--- src/rtl/clock_strobe_gen_pkg.sv ---
// Shared constants and helpers for the core clock/strobe tree.
// CPU rate codes, reference AY accumulator increments and rate-match logic.
package clock_pkg;

    localparam logic [1:0] CPU_DIV8 = 2'b00;
    localparam logic [1:0] CPU_DIV4 = 2'b01;
    localparam logic [1:0] CPU_DIV2 = 2'b10;

    // Increments for ACC_W = 16 at a 28 MHz master clock.
    localparam logic [15:0] AY_1M75   = 16'd4096;
    localparam logic [15:0] AY_1M7734 = 16'd4151;
    localparam logic [15:0] AY_3M5    = 16'd8192;
    localparam logic [15:0] AY_3M546  = 16'd8302;

    // Code 11 is an alias of /2 and is reported as 10.
    function automatic logic [1:0] norm_cpu_sel(input logic [1:0] sel);
        return (sel == 2'b11) ? CPU_DIV2 : sel;
    endfunction

    function automatic logic cpu_rate_hit(input logic [2:0] cnt, input logic [1:0] act);
        case (act)
            CPU_DIV8: return (cnt == 3'd7);
            CPU_DIV4: return (cnt[1:0] == 2'b11);
            default:  return cnt[0];
        endcase
    endfunction

endpackage

--- src/rtl/clock_strobe_gen_if.sv ---
// Control inputs and strobe outputs of clock_strobe_gen.
// Strobes are single-cycle enables; there is no valid/ready handshake on this bus.
interface clock_strobe_gen_if #(
    parameter int PHASES  = 4,
    parameter int NUM_NCO = 2,
    parameter int ACC_W   = 16
);
    logic [1:0]               cpu_sel;
    logic [NUM_NCO-1:0]       nco_en;
    logic [NUM_NCO*ACC_W-1:0] nco_inc;

    logic                     f0;
    logic                     f1;
    logic                     h0;
    logic                     h1;
    logic [PHASES-1:0]        c;
    logic                     cpu_stb;
    logic [1:0]               cpu_sel_act;
    logic [NUM_NCO-1:0]       nco_clk;
    logic [NUM_NCO-1:0]       nco_stb;

    modport master (
        output cpu_sel, nco_en, nco_inc,
        input  f0, f1, h0, h1, c, cpu_stb, cpu_sel_act, nco_clk, nco_stb
    );

    modport slave (
        input  cpu_sel, nco_en, nco_inc,
        output f0, f1, h0, h1, c, cpu_stb, cpu_sel_act, nco_clk, nco_stb
    );
endinterface

--- src/rtl/clock_strobe_gen_nco.sv ---
// Single phase-accumulator audio clock: MSB is the output clock,
// nco_stb is a one-cycle pulse registered one cycle after the MSB rises.
module clock_nco #(
    parameter int ACC_W = 16
) (
    input  logic             clk,
    input  logic             rst_n,
    input  logic             en,
    input  logic [ACC_W-1:0] inc,
    output logic             nco_clk,
    output logic             nco_stb
);

    logic [ACC_W-1:0] acc;
    logic             msb_q;

    always_ff @(posedge clk) begin
        if (!rst_n) begin
            acc     <= '0;
            msb_q   <= 1'b0;
            nco_stb <= 1'b0;
        end else begin
            if (en) begin
                acc <= acc + inc;
            end
            // msb_q tracks the MSB even while disabled so a held level never re-fires.
            msb_q   <= acc[ACC_W-1];
            nco_stb <= acc[ACC_W-1] & ~msb_q;
        end
    end

    assign nco_clk = acc[ACC_W-1];

endmodule

--- src/rtl/clock_strobe_gen.sv ---
// Top of the core clock tree: f/h divider phases, one-hot phase ring,
// glitch-free selectable CPU clock-enable and NUM_NCO audio NCO channels.
module clock_strobe_gen
    import clock_pkg::*;
#(
    parameter int PHASES  = 4,
    parameter int NUM_NCO = 2,
    parameter int ACC_W   = 16
) (
    input  logic                clk,
    input  logic                rst_n,
    clock_strobe_gen_if.slave   bus
);

    logic [1:0]        f;
    logic [1:0]        h;
    logic [PHASES-1:0] c;
    logic [2:0]        cnt;
    logic              cpu_stb_q;
    logic [1:0]        cpu_sel_act_q;

    always_ff @(posedge clk) begin
        if (!rst_n) begin
            f             <= 2'b01;
            h             <= 2'b01;
            c             <= {{(PHASES-1){1'b0}}, 1'b1};
            cnt           <= 3'd0;
            cpu_stb_q     <= 1'b0;
            cpu_sel_act_q <= CPU_DIV8;
        end else begin
            f   <= ~f;
            if (f[1]) begin
                h <= ~h;
            end
            c   <= {c[PHASES-2:0], c[PHASES-1]};
            cnt <= cnt + 3'd1;
            // cnt == 7 matches every rate, so swapping the rate there never makes a runt.
            cpu_stb_q <= cpu_rate_hit(cnt, cpu_sel_act_q);
            if (cnt == 3'd7) begin
                cpu_sel_act_q <= norm_cpu_sel(bus.cpu_sel);
            end
        end
    end

    assign bus.f0          = f[0];
    assign bus.f1          = f[1];
    assign bus.h0          = h[0];
    assign bus.h1          = h[1];
    assign bus.c           = c;
    assign bus.cpu_stb     = cpu_stb_q;
    assign bus.cpu_sel_act = cpu_sel_act_q;

    for (genvar i = 0; i < NUM_NCO; i++) begin : g_nco
        clock_nco #(
            .ACC_W (ACC_W)
        ) u_nco (
            .clk     (clk),
            .rst_n   (rst_n),
            .en      (bus.nco_en[i]),
            .inc     (bus.nco_inc[i*ACC_W +: ACC_W]),
            .nco_clk (bus.nco_clk[i]),
            .nco_stb (bus.nco_stb[i])
        );
    end

endmodule

--- src/flat_wrapper.sv ---
// flat-port wrapper written by rule: the top's interface ports become plain ports
module clock_strobe_gen_flat import clock_pkg::*;
#(
    parameter int PHASES  = 4,
    parameter int NUM_NCO = 2,
    parameter int ACC_W   = 16
)
  (clk, rst_n, bus_cpu_sel, bus_nco_en, bus_nco_inc, bus_f0, bus_f1, bus_h0, bus_h1, bus_c, bus_cpu_stb, bus_cpu_sel_act, bus_nco_clk, bus_nco_stb);
  clock_strobe_gen_if #(.PHASES(PHASES), .NUM_NCO(NUM_NCO), .ACC_W(ACC_W)) bus_i ();
  input  logic clk;
  input  logic rst_n;
  input wire logic [$bits(bus_i.cpu_sel)-1:0] bus_cpu_sel;
  input wire logic [$bits(bus_i.nco_en)-1:0] bus_nco_en;
  input wire logic [$bits(bus_i.nco_inc)-1:0] bus_nco_inc;
  output wire logic [$bits(bus_i.f0)-1:0] bus_f0;
  output wire logic [$bits(bus_i.f1)-1:0] bus_f1;
  output wire logic [$bits(bus_i.h0)-1:0] bus_h0;
  output wire logic [$bits(bus_i.h1)-1:0] bus_h1;
  output wire logic [$bits(bus_i.c)-1:0] bus_c;
  output wire logic [$bits(bus_i.cpu_stb)-1:0] bus_cpu_stb;
  output wire logic [$bits(bus_i.cpu_sel_act)-1:0] bus_cpu_sel_act;
  output wire logic [$bits(bus_i.nco_clk)-1:0] bus_nco_clk;
  output wire logic [$bits(bus_i.nco_stb)-1:0] bus_nco_stb;
  assign bus_i.cpu_sel = bus_cpu_sel;
  assign bus_i.nco_en = bus_nco_en;
  assign bus_i.nco_inc = bus_nco_inc;
  assign bus_f0 = bus_i.f0;
  assign bus_f1 = bus_i.f1;
  assign bus_h0 = bus_i.h0;
  assign bus_h1 = bus_i.h1;
  assign bus_c = bus_i.c;
  assign bus_cpu_stb = bus_i.cpu_stb;
  assign bus_cpu_sel_act = bus_i.cpu_sel_act;
  assign bus_nco_clk = bus_i.nco_clk;
  assign bus_nco_stb = bus_i.nco_stb;
  clock_strobe_gen #(.PHASES(PHASES), .NUM_NCO(NUM_NCO), .ACC_W(ACC_W)) u_core (.clk(clk), .rst_n(rst_n), .bus(bus_i));
endmodule
--- config.mk ---
export PLATFORM = sky130hd
export DESIGN_NAME = clock_strobe_gen_flat
export DESIGN_NICKNAME = d
export VERILOG_FILES = /design/src/rtl/clock_strobe_gen_pkg.sv /design/src/rtl/clock_strobe_gen_if.sv /design/src/rtl/clock_strobe_gen_nco.sv /design/src/rtl/clock_strobe_gen.sv /design/src/flat_wrapper.sv
export SDC_FILE = /design/constraint.sdc
export NUM_CORES = 1
export LEC_CHECK = 0
export ABC_AREA = 0
export CORE_ASPECT_RATIO = 1.75
export CORE_MARGIN = 2
export CORE_UTILIZATION = 39
export CTS_CLUSTER_DIAMETER = 120
export DETAILED_ROUTE_END_ITERATION = 10
export PLACE_DENSITY = 0.71
export REMOVE_ABC_BUFFERS = 1
export SYNTH_ARGS = -nofsm -noshare
export SYNTH_HDL_FRONTEND = slang
export SYNTH_SLANG_ARGS = --single-unit
--- constraint.sdc ---
create_clock -name clk -period 2.6 [get_ports clk]
set_clock_uncertainty 0.2 [all_clocks]
set_input_delay 0.39 -clock clk [delete_from_list [all_inputs] [get_ports clk]]
set_output_delay 0.39 -clock clk [all_outputs]
set_load 0.05 [all_outputs]
* Word level (Yosys, flattened, before mapping)
Index checks and enable logic that the tools add are counted.
Operators by class: bitwise gates (word level) 6, mux-type cells 2, reductions and logical operators 1, add/sub/neg operators 3, eq/ne operators 4
Operators by type and width (count):
- $add 16x16->16 | 2
- $eq 2x2->1 const B | 2
- $not 2->2 | 2
- $add 3x1->3 const B | 1
- $eq 3x3->1 const B | 1
- $and 1x1->1 | 2
- $eq 2x1->1 const B | 1
- $logic_not 2->1 | 1
- $mux 2 | 1
- $not 1->1 | 2
- $pmux 1 s2 | 1
Storage, ports and cells: input port bits 38, output and inout bits 15, logic and storage cells 28, register bits 50

* Logic depth before layout (Yosys ltp)
Gate-level depths: netlist (run 1).
depth in word-level cells 2, gate-level depth with buffers 8, depth with buffers taken out 8

* Hierarchy
Synthesis (run 1) repeated with hierarchy kept, for this count alone.
Second synthesis, totals: cell total of the unflattened synthesis 354, area, all modules 3241.9 µm²
Modules (own cells, without submodules):
- clock_nco | area each 1391.3 µm², cells an instance 158, instances 2
- clock_strobe_gen | area each 459.2 µm², cells an instance 38, instances 1

* Worst setup path before layout (run 1)
OpenSTA, ideal clock, no wires.
path type input-to-reg, start point input port bus_nco_inc[0], end point register u_core.g_nco[0].u_nco.acc[12], library setup time 0.126 ns, arrival time 2.121 ns, slack 0.153 ns, stages 8, path buffers 0, cell sequence ha_1 > fa_1 > a211oi_2 > o2111ai_2 > a2111oi_4 > nor3_2 > nand4b_2 > o211ai_2
On the way: longest elaborated chain between the ends 1
RTL lines:
- start: declaration | RTL line flat_wrapper.sv:14 | input wire logic [$bits(bus_i.nco_inc)-1:0] bus_nco_inc;
- $add 16x16->16 | RTL line clock_strobe_gen_nco.sv:24 | acc <= acc + inc;
- end signal: assignment | RTL line clock_strobe_gen_nco.sv:24
- end: declaration | RTL line clock_strobe_gen_nco.sv:14 | logic [ACC_W-1:0] acc;
Every way passes these cells. A chain may end at the register's enable or synchronous reset.

* Final worst setup path (run 1)
Ends and elaborated chain as after synthesis.

==> results.py, run 1 <==
metrics = {
    "status": {
        "status": "complete, no violations",
    },
    "route": {
        "first_iter_violations": 123,
        "routed_via_density": 5.18,
        "wl_met2_mm": 4.09,
        "drtPass1Iterations": 4,
        "num_vias": 2824,
        "ant_nets": 0,
        "wire_per_inst_microns": 13.5,
        "drt-met1-wl_mm": 2.87,
        "routed_wl_mm": 7.37,
        "drc": 0,
        "dr.max_layer_used": "met4",
        "dr_wl_met3_microns": 255,
    },
    "pwr": {
        "vdd_drop_max_v": 0.000362,
        "leakagePower_nw": 1.77,
        "p_per_area_mw_per_mm2": 612,
    },
    "die": {
        "start_util_pct": 40.3,
        "placementRows": 44,
        "die_x_microns": 74.3,
        "core_sq_mm": 0.00837,
        "floorplan.io_pins": 53,
        "dieArea_sq_mm": 0.00944,
        "die_y_microns": 127,
    },
    "setup_path": {
        "crit_path_end_kind": "flop",
        "worstSetupStartpointType": "input pin",
        "required_ns": 2.58,
        "timing.rr.end": "u_core.g_nco[0].u_nco.acc[12]$_SDFFE_PN0P_",
        "regToRegStartpoint": "u_core.g_nco[0].u_nco.acc[0]$_SDFFE_PN0P_",
        "critPathSlowestCell": "clkdlybuf4s50_1",
        "path_cells": "clkdlybuf4s50_1, ha_2, fa_2, a211oi_2, o2111ai_2, a2111oi_4, nor3_2, nand4b_2, o211ai_2",
        "worstPathArrival_ns": 2.44,
        "rrSetupSlack_ns": 0.34,
        "crit_fanout": 2,
        "crit_family": "compound AO/OA/AOI/OAI gates",
        "cp_num_buf_inv": 1,
        "critPathMaxStageDelay_ns": 0.41,
        "critPathKind": "in -> reg",
        "cp.depth": 9,
        "worstRegToRegCells": 8,
    },
    "yosys": {
        "yosys_warnings": 0,
        "synth-async-reset-ratio_pct": 0,
        "synth.top_cells.by_area": "dfxtp_1 30%, ha_1 12%, mux2i_1 5.3%",
        "synth_most_common_cell": "dfxtp_1",
        "synth_common_cells": "50 x dfxtp_1, 32 x ha_1, 26 x nand2_1",
        "synth_area_sq_mm": 0.00337,
        "yosysUniqueCellTypes": 53,
        "synth_seq_area_share_pct": 29.7,
        "ys_dominant_reg_cell": "dfxtp_1",
        "synth_largest_area_cell": "dfxtp_1",
        "synth.ff_latch_count": 50,
        "synth_top_area_share_pct": 29.7,
        "synth_edf_count": 0,
        "synthCells": 369,
        "syn_area_per_cell_sq_um": 9.14,
    },
    "timing": {
        "max_freq_mhz": 406,
        "slew_headroom_pct": 66.4,
        "whs_ns": 0.186,
        "min_period_ns": 2.46,
        "maxSlewViolCount": 0,
        "rsz0062_at_grt": "no",
        "hold_viol_final": 0,
        "worst_pin_slew_ns": 0.502,
        "finalSetupViolCount": 0,
        "period_share_pct": 94.6,
    },
    "placed_design": {
        "place.gp.congestion": 0.840,
        "postPlaceCellArea_sq_mm": 0.00405,
        "port_buffers": 52,
        "hpwlAfterDp_mm": 5.72,
    },
    "global_routing": {
        "grt_pass1_vias": 2799,
        "grt_overflow": 0,
        "grt_first_pass_wirelength_mm": 12.2,
        "antenna_found_initial": 0,
        "track_usage_pct": 16.1,
        "grt_max_degree": 29,
    },
    "cts": {
        "clkTransAtPathRegs_ns": 0.07,
        "clock_path_buffers": 2,
        "numCtsBuffers": 5,
        "tritoncts": "done",
        "cts_max_level": 2,
        "clk_latency_ns": 0.29,
        "clkSinkCount": 50,
        "ctsRootBufferMaster": "clkbuf_16",
    },
    "worst_hold_path": {
        "worstHoldEndpoint": "u_core.f[0]$_SDFF_PN1_",
        "min-delay-path-class": "reg -> reg",
        "whs_path_depth": 1,
        "hold_start": "u_core.f[0]$_SDFF_PN1_",
    },
    "finish": {
        "drive_gt1_share_pct": 14.0,
        "nets": 501,
        "diodes": 0,
        "synthToLayoutAreaGrowth_pct": 25.2,
        "design_area_sq_mm": 0.00422,
    },
    "job": {
        "cap_violations": 0,
    },
}
[final cells by class]
type	instances	area (sq um)
Fill cell	852	4150
Tap cell	115	144
Clock buffer	5	125
Clock inverter	3	21.3
Timing Repair Buffer	78	711
Inverter	11	41.3
Sequential cell	50	1000
Multi-Input combinational cell	283	2180
[flip-flops by register name, indices dropped and copies added (netlist names)]
| register | cells |
|---|---|
| u_core.bus.c | 4 |
| u_core.bus.cpu_sel_act | 2 |
| u_core.bus.cpu_stb | 1 |
| u_core.cnt | 3 |
| u_core.f | 2 |
| u_core.g_nco.u_nco.acc | 32 |
| u_core.g_nco.u_nco.msb_q | 2 |
| u_core.g_nco.u_nco.nco_stb | 2 |
| u_core.h | 2 |
[worst reg2reg max path: cells and delay by family (launching register included)]
family	cells	cell delay, ns
adder cells (fa/ha/maj)	2	0.53
AO/OA/AOI/OAI	4	0.90
flip-flops	1	0.32
AND/OR/NAND/NOR	2	0.19
[stage by stage]
stage / setup WS, ns / setup TNS, ns / utilization (%) / cells / power [W]
floorplan: 0.152 / 0 / - / 344 / 0.00160
global placement: -0.228 / -1.80 / 48.4 / 537 / 0.00190
CTS: 0.0296 / 0 / 50.1 / 545 / 0.00261
detailed placement: -0.281 / -2.24 / 48.4 / 537 / 0.00193
global route: 0.00190 / 0 / 50.4 / 545 / 0.00275
finish: 0.139 / 0 / 50.4 / 545 / 0.00258
[kinds of logic after synthesis]
family                   after synthesis  share of synthesized area, %
AND/OR/NAND/NOR                      114                          19.0
flip-flops                            50                          29.7
multiplexers                          18                          5.34
adder cells (fa/ha/maj)               34                          13.1
AO/OA/AOI/OAI                         98                          21.4
buffers and inverters                 36                          6.49
XOR/XNOR                              19                          4.94
[repair_timing]
action / CTS / global route
endpoints found under the setup margin: 0 / 8
endpoints found under the hold margin: 0 / 0
setup buffers: 0 / 0
hold buffers: 0 / 0
gates resized for setup: 0 / 5
[metal layers]
layer,global-route usage (%),up-vias
met3,2.60,10
met2,30.7,52
li1,-,1447
met5,0,-
met4,5.57,0
met1,17.2,1315
[cell usage in the layout, fill, tap and decap left out, types with 8 or more instances in the layout]
| cell | count |
|---|---|
| inv_1 | 11 |
| clkdlybuf4s50_1 | 51 |
| ha_1 | 31 |
| mux2i_1 | 18 |
| a21oi_1 | 20 |
| nand3_1 | 11 |
| nand3b_1 | 14 |
| and2_1 | 13 |
| dfxtp_1 | 50 |
| o21ai_1 | 15 |
| nor2b_1 | 16 |
| xnor2_1 | 15 |
| buf_4 | 26 |
| nand2_1 | 26 |
| o21ai_0 | 8 |
| nor2_1 | 12 |
[how the worst max path moves through the flow]
stage / start / end / slack [ns]
after global routing: bus_nco_inc[0] / u_core.g_nco[0].u_nco.acc[12]$_SDFFE_PN0P_ / 0.002
after detailed placement: bus_nco_inc[0] / u_core.g_nco[0].u_nco.acc[12]$_SDFFE_PN0P_ / -0.28
after floorplan: bus_nco_inc[0] / u_core.g_nco[0].u_nco.acc[12]$_SDFFE_PN0P_ / 0.15
after global placement: bus_nco_inc[0] / u_core.g_nco[0].u_nco.acc[12]$_SDFFE_PN0P_ / -0.23
after CTS: bus_nco_inc[0] / u_core.g_nco[0].u_nco.acc[12]$_SDFFE_PN0P_ / 0.03
final: bus_nco_inc[0] / u_core.g_nco[0].u_nco.acc[12]$_SDFFE_PN0P_ / 0.14
[power by group]
part / internal, W / switching, W
registers: 0.000856 / 0.0000516
logic: 0.000489 / 0.000528
clock network: 0.000357 / 0.000303
total: 0.00170 / 0.000882
(Power assumes the default switching activity.)
==> run 2: changes to the inputs <==
- CORE_ASPECT_RATIO: 1.75 -> 0.75
==> run 2 against run 1 <==
- sequential share of layout area decreased by 0.39 points
- wire length increased by 4.3%
- clock power decreased by 0.8%
- final area increased by 1.7%
- combinational power increased by 5%
- total power increased by 1.9%
- flip-flop and latch count unchanged
- global-route usage increased by 0.66 points
- worst setup slack got worse by 0.036 ns
==> results.py, run 2 (synthesis results as in run 1) <==
metrics = {
    "setup_path": {
        "critPathSlowestCell": "clkdlybuf4s50_1",
        "required_ns": 2.57,
        "crit_family": "compound AO/OA/AOI/OAI gates",
        "critPathKind": "in -> reg",
        "path_cells": "clkdlybuf4s50_1, ha_2, fa_2, a211oi_4, o21bai_2, o32ai_4, o21bai_1, nand4b_1, o211ai_1",
        "timing.rr.end": "u_core.g_nco[0].u_nco.acc[12]$_SDFFE_PN0P_",
        "worstPathArrival_ns": 2.47,
        "worstSetupStartpointType": "input pin",
        "cp_num_buf_inv": 1,
        "worstRegToRegCells": 8,
        "crit_fanout": 3,
        "crit_path_end_kind": "flop",
        "critPathMaxStageDelay_ns": 0.41,
        "rrSetupSlack_ns": 0.21,
        "regToRegStartpoint": "u_core.g_nco[0].u_nco.acc[0]$_SDFFE_PN0P_",
    },
    "placed_design": {
        "place.gp.congestion": 0.887,
        "hpwlAfterDp_mm": 5.94,
        "postPlaceCellArea_sq_mm": 0.00410,
        "placed_cells": 538,
        "port_buffers": 52,
    },
    "finish": {
        "design_area_sq_mm": 0.00429,
        "diodes": 0,
        "nets": 510,
        "layout_common_cells": "50 x clkdlybuf4s50_1, 50 x dfxtp_1, 35 x buf_4, 30 x ha_1, 26 x nand2_1",
        "top_register": "u_core.g_nco.u_nco.acc",
        "drive_gt1_share_pct": 16.2,
        "synthToLayoutAreaGrowth_pct": 27.3,
        "largest_register_ffs": 32,
        "nFillCells": 819,
        "reg.largest.list": "u_core.g_nco.u_nco.acc (32), u_core.bus.c (4), u_core.cnt (3)",
        "instances_no_fill": 547,
    },
    "route": {
        "ant_nets": 0,
        "first_iter_violations": 236,
        "num_vias": 2897,
        "routed_wl_mm": 7.69,
        "drc": 0,
        "routed_via_density": 5.30,
        "drtPass1Iterations": 6,
        "wire_per_inst_microns": 14.1,
    },
    "cts": {
        "ctsRootBufferMaster": "clkbuf_16",
        "numCtsBuffers": 5,
        "cts_max_level": 2,
        "tritoncts": "done",
        "clkTransAtPathRegs_ns": 0.07,
        "clock_path_buffers": 2,
        "clk_latency_ns": 0.29,
        "clkSinkCount": 50,
        "hold_buffers": 0,
    },
    "pwr": {
        "leakagePower_nw": 1.82,
        "total_power_w": 0.00263,
        "p_per_area_mw_per_mm2": 614,
        "vdd_drop_max_v": 0.000298,
    },
    "global_routing": {
        "grt_first_pass_wirelength_mm": 13.1,
        "grt_max_degree": 29,
        "track_usage_pct": 16.8,
        "grt_pass1_vias": 2768,
        "grt_overflow": 0,
        "antenna_found_initial": 0,
    },
    "die": {
        "start_util_pct": 40.1,
        "core_sq_mm": 0.00842,
        "die_x_microns": 111,
        "floorplan.io_pins": 53,
        "placementRows": 29,
        "dieArea_sq_mm": 0.00941,
        "die_y_microns": 84.5,
    },
    "timing": {
        "hold_viol_final": 0,
        "slew_headroom_pct": 65.2,
        "rsz0062_at_grt": "no",
        "min_period_ns": 2.50,
        "max_freq_mhz": 401,
        "finalSetupViolCount": 0,
        "maxSlewViolCount": 0,
        "worst_pin_slew_ns": 0.520,
        "period_share_pct": 96.0,
        "fin_tns_setup_ns": 0,
    },
    "worst_hold_path": {
        "worstHoldEndpoint": "u_core.g_nco[1].u_nco.nco_stb$_SDFF_PN0_",
        "hold_start": "u_core.g_nco[1].u_nco.msb_q$_SDFF_PN0_",
        "min-delay-path-class": "reg -> reg",
        "whs_path_depth": 1,
    },
    "status": {
        "status": "complete, no violations",
    },
    "job": {
        "cap_violations": 0,
    },
}
## run 2: cell count changes in the layout (fill, tap and decap cells not counted), sizes merged
cell,before,now
clkdlybuf4s50,51,50
buf,27,36
dlymetal6s2s,0,1
## run 2: metrics by stage
step / worst slack, ns / hold slack, ns / utilization, %
finish: 0.103 / 0.184 / 51.0
global route: 0.0102 / 0.211 / 51.0
CTS: 0.0198 / 0.187 / 50.4
detailed placement: -0.320 / 0.170 / 48.7
global placement: -0.257 / 0.163 / 48.7
floorplan: 0.152 / 0.168 / -
## run 2: report_power, final
| part | internal [W] | leakage (nW) | switching, W |
|---|---|---|---|
| Clock | 0.000357 | 0.0698 | 0.000298 |
| Sequential | 0.000856 | 0.413 | 0.0000533 |
| Combinational | 0.000518 | 1.34 | 0.000552 |
## run 2: area by class of cell
cell class                 instances  area (sq um)  share of cell area [%]
multi-input combinational        283          2190                    51.0
sequential                        50          1000                    23.3
timing repair buffer              87           781                    18.2
tap                              108           135                    3.15
clock buffer                       5           125                    2.91
inverter                          11          41.3                   0.962
clock inverter                     3          21.3                   0.495
## run 2: repair_timing
action,4_1_cts,5_1_grt
endpoints found under the hold margin,0,0
buffers inserted,0,1
pin swaps,1,9
endpoints found under the setup margin,1,9
gates resized for setup,0,9
## run 2: routing by layer
layer | part of all wire (%) | vias up | GRT usage [%] | wire length [microns]
met4 | 0.87 | 0 | 3.14 | 67
li1 | - | 1471 | - | -
met3 | 5.5 | 6 | 3.83 | 422
met2 | 44 | 85 | 26.5 | 3380
met5 | 0 | - | 0 | 0
met1 | 50 | 1335 | 23.8 | 3810
## run 2: worst max-delay path by stage
| stage | from | to | slack, ns | cells after the start |
|---|---|---|---|---|
| after floorplan | bus_nco_inc[0] | u_core.g_nco[0].u_nco.acc[12]$_SDFFE_PN0P_ | 0.15 | 8 |
| after detailed placement | bus_nco_inc[0] | u_core.g_nco[0].u_nco.acc[12]$_SDFFE_PN0P_ | -0.32 | 9 |
| final | bus_nco_inc[16] | u_core.g_nco[1].u_nco.acc[10]$_SDFFE_PN0P_ | 0.10 | 9 |
| after global placement | bus_nco_inc[0] | u_core.g_nco[0].u_nco.acc[12]$_SDFFE_PN0P_ | -0.26 | 9 |
| after global routing | bus_nco_inc[16] | u_core.g_nco[1].u_nco.acc[10]$_SDFFE_PN0P_ | 0.01 | 9 |
| after CTS | bus_nco_inc[0] | u_core.g_nco[0].u_nco.acc[12]$_SDFFE_PN0P_ | 0.02 | 9 |
==> run 3: changes to the inputs <==
- ABC_AREA: 0 -> not set
==> results of run 3 <==
Same layout as run 2: the final DEF is identical, and so are final timing and power.
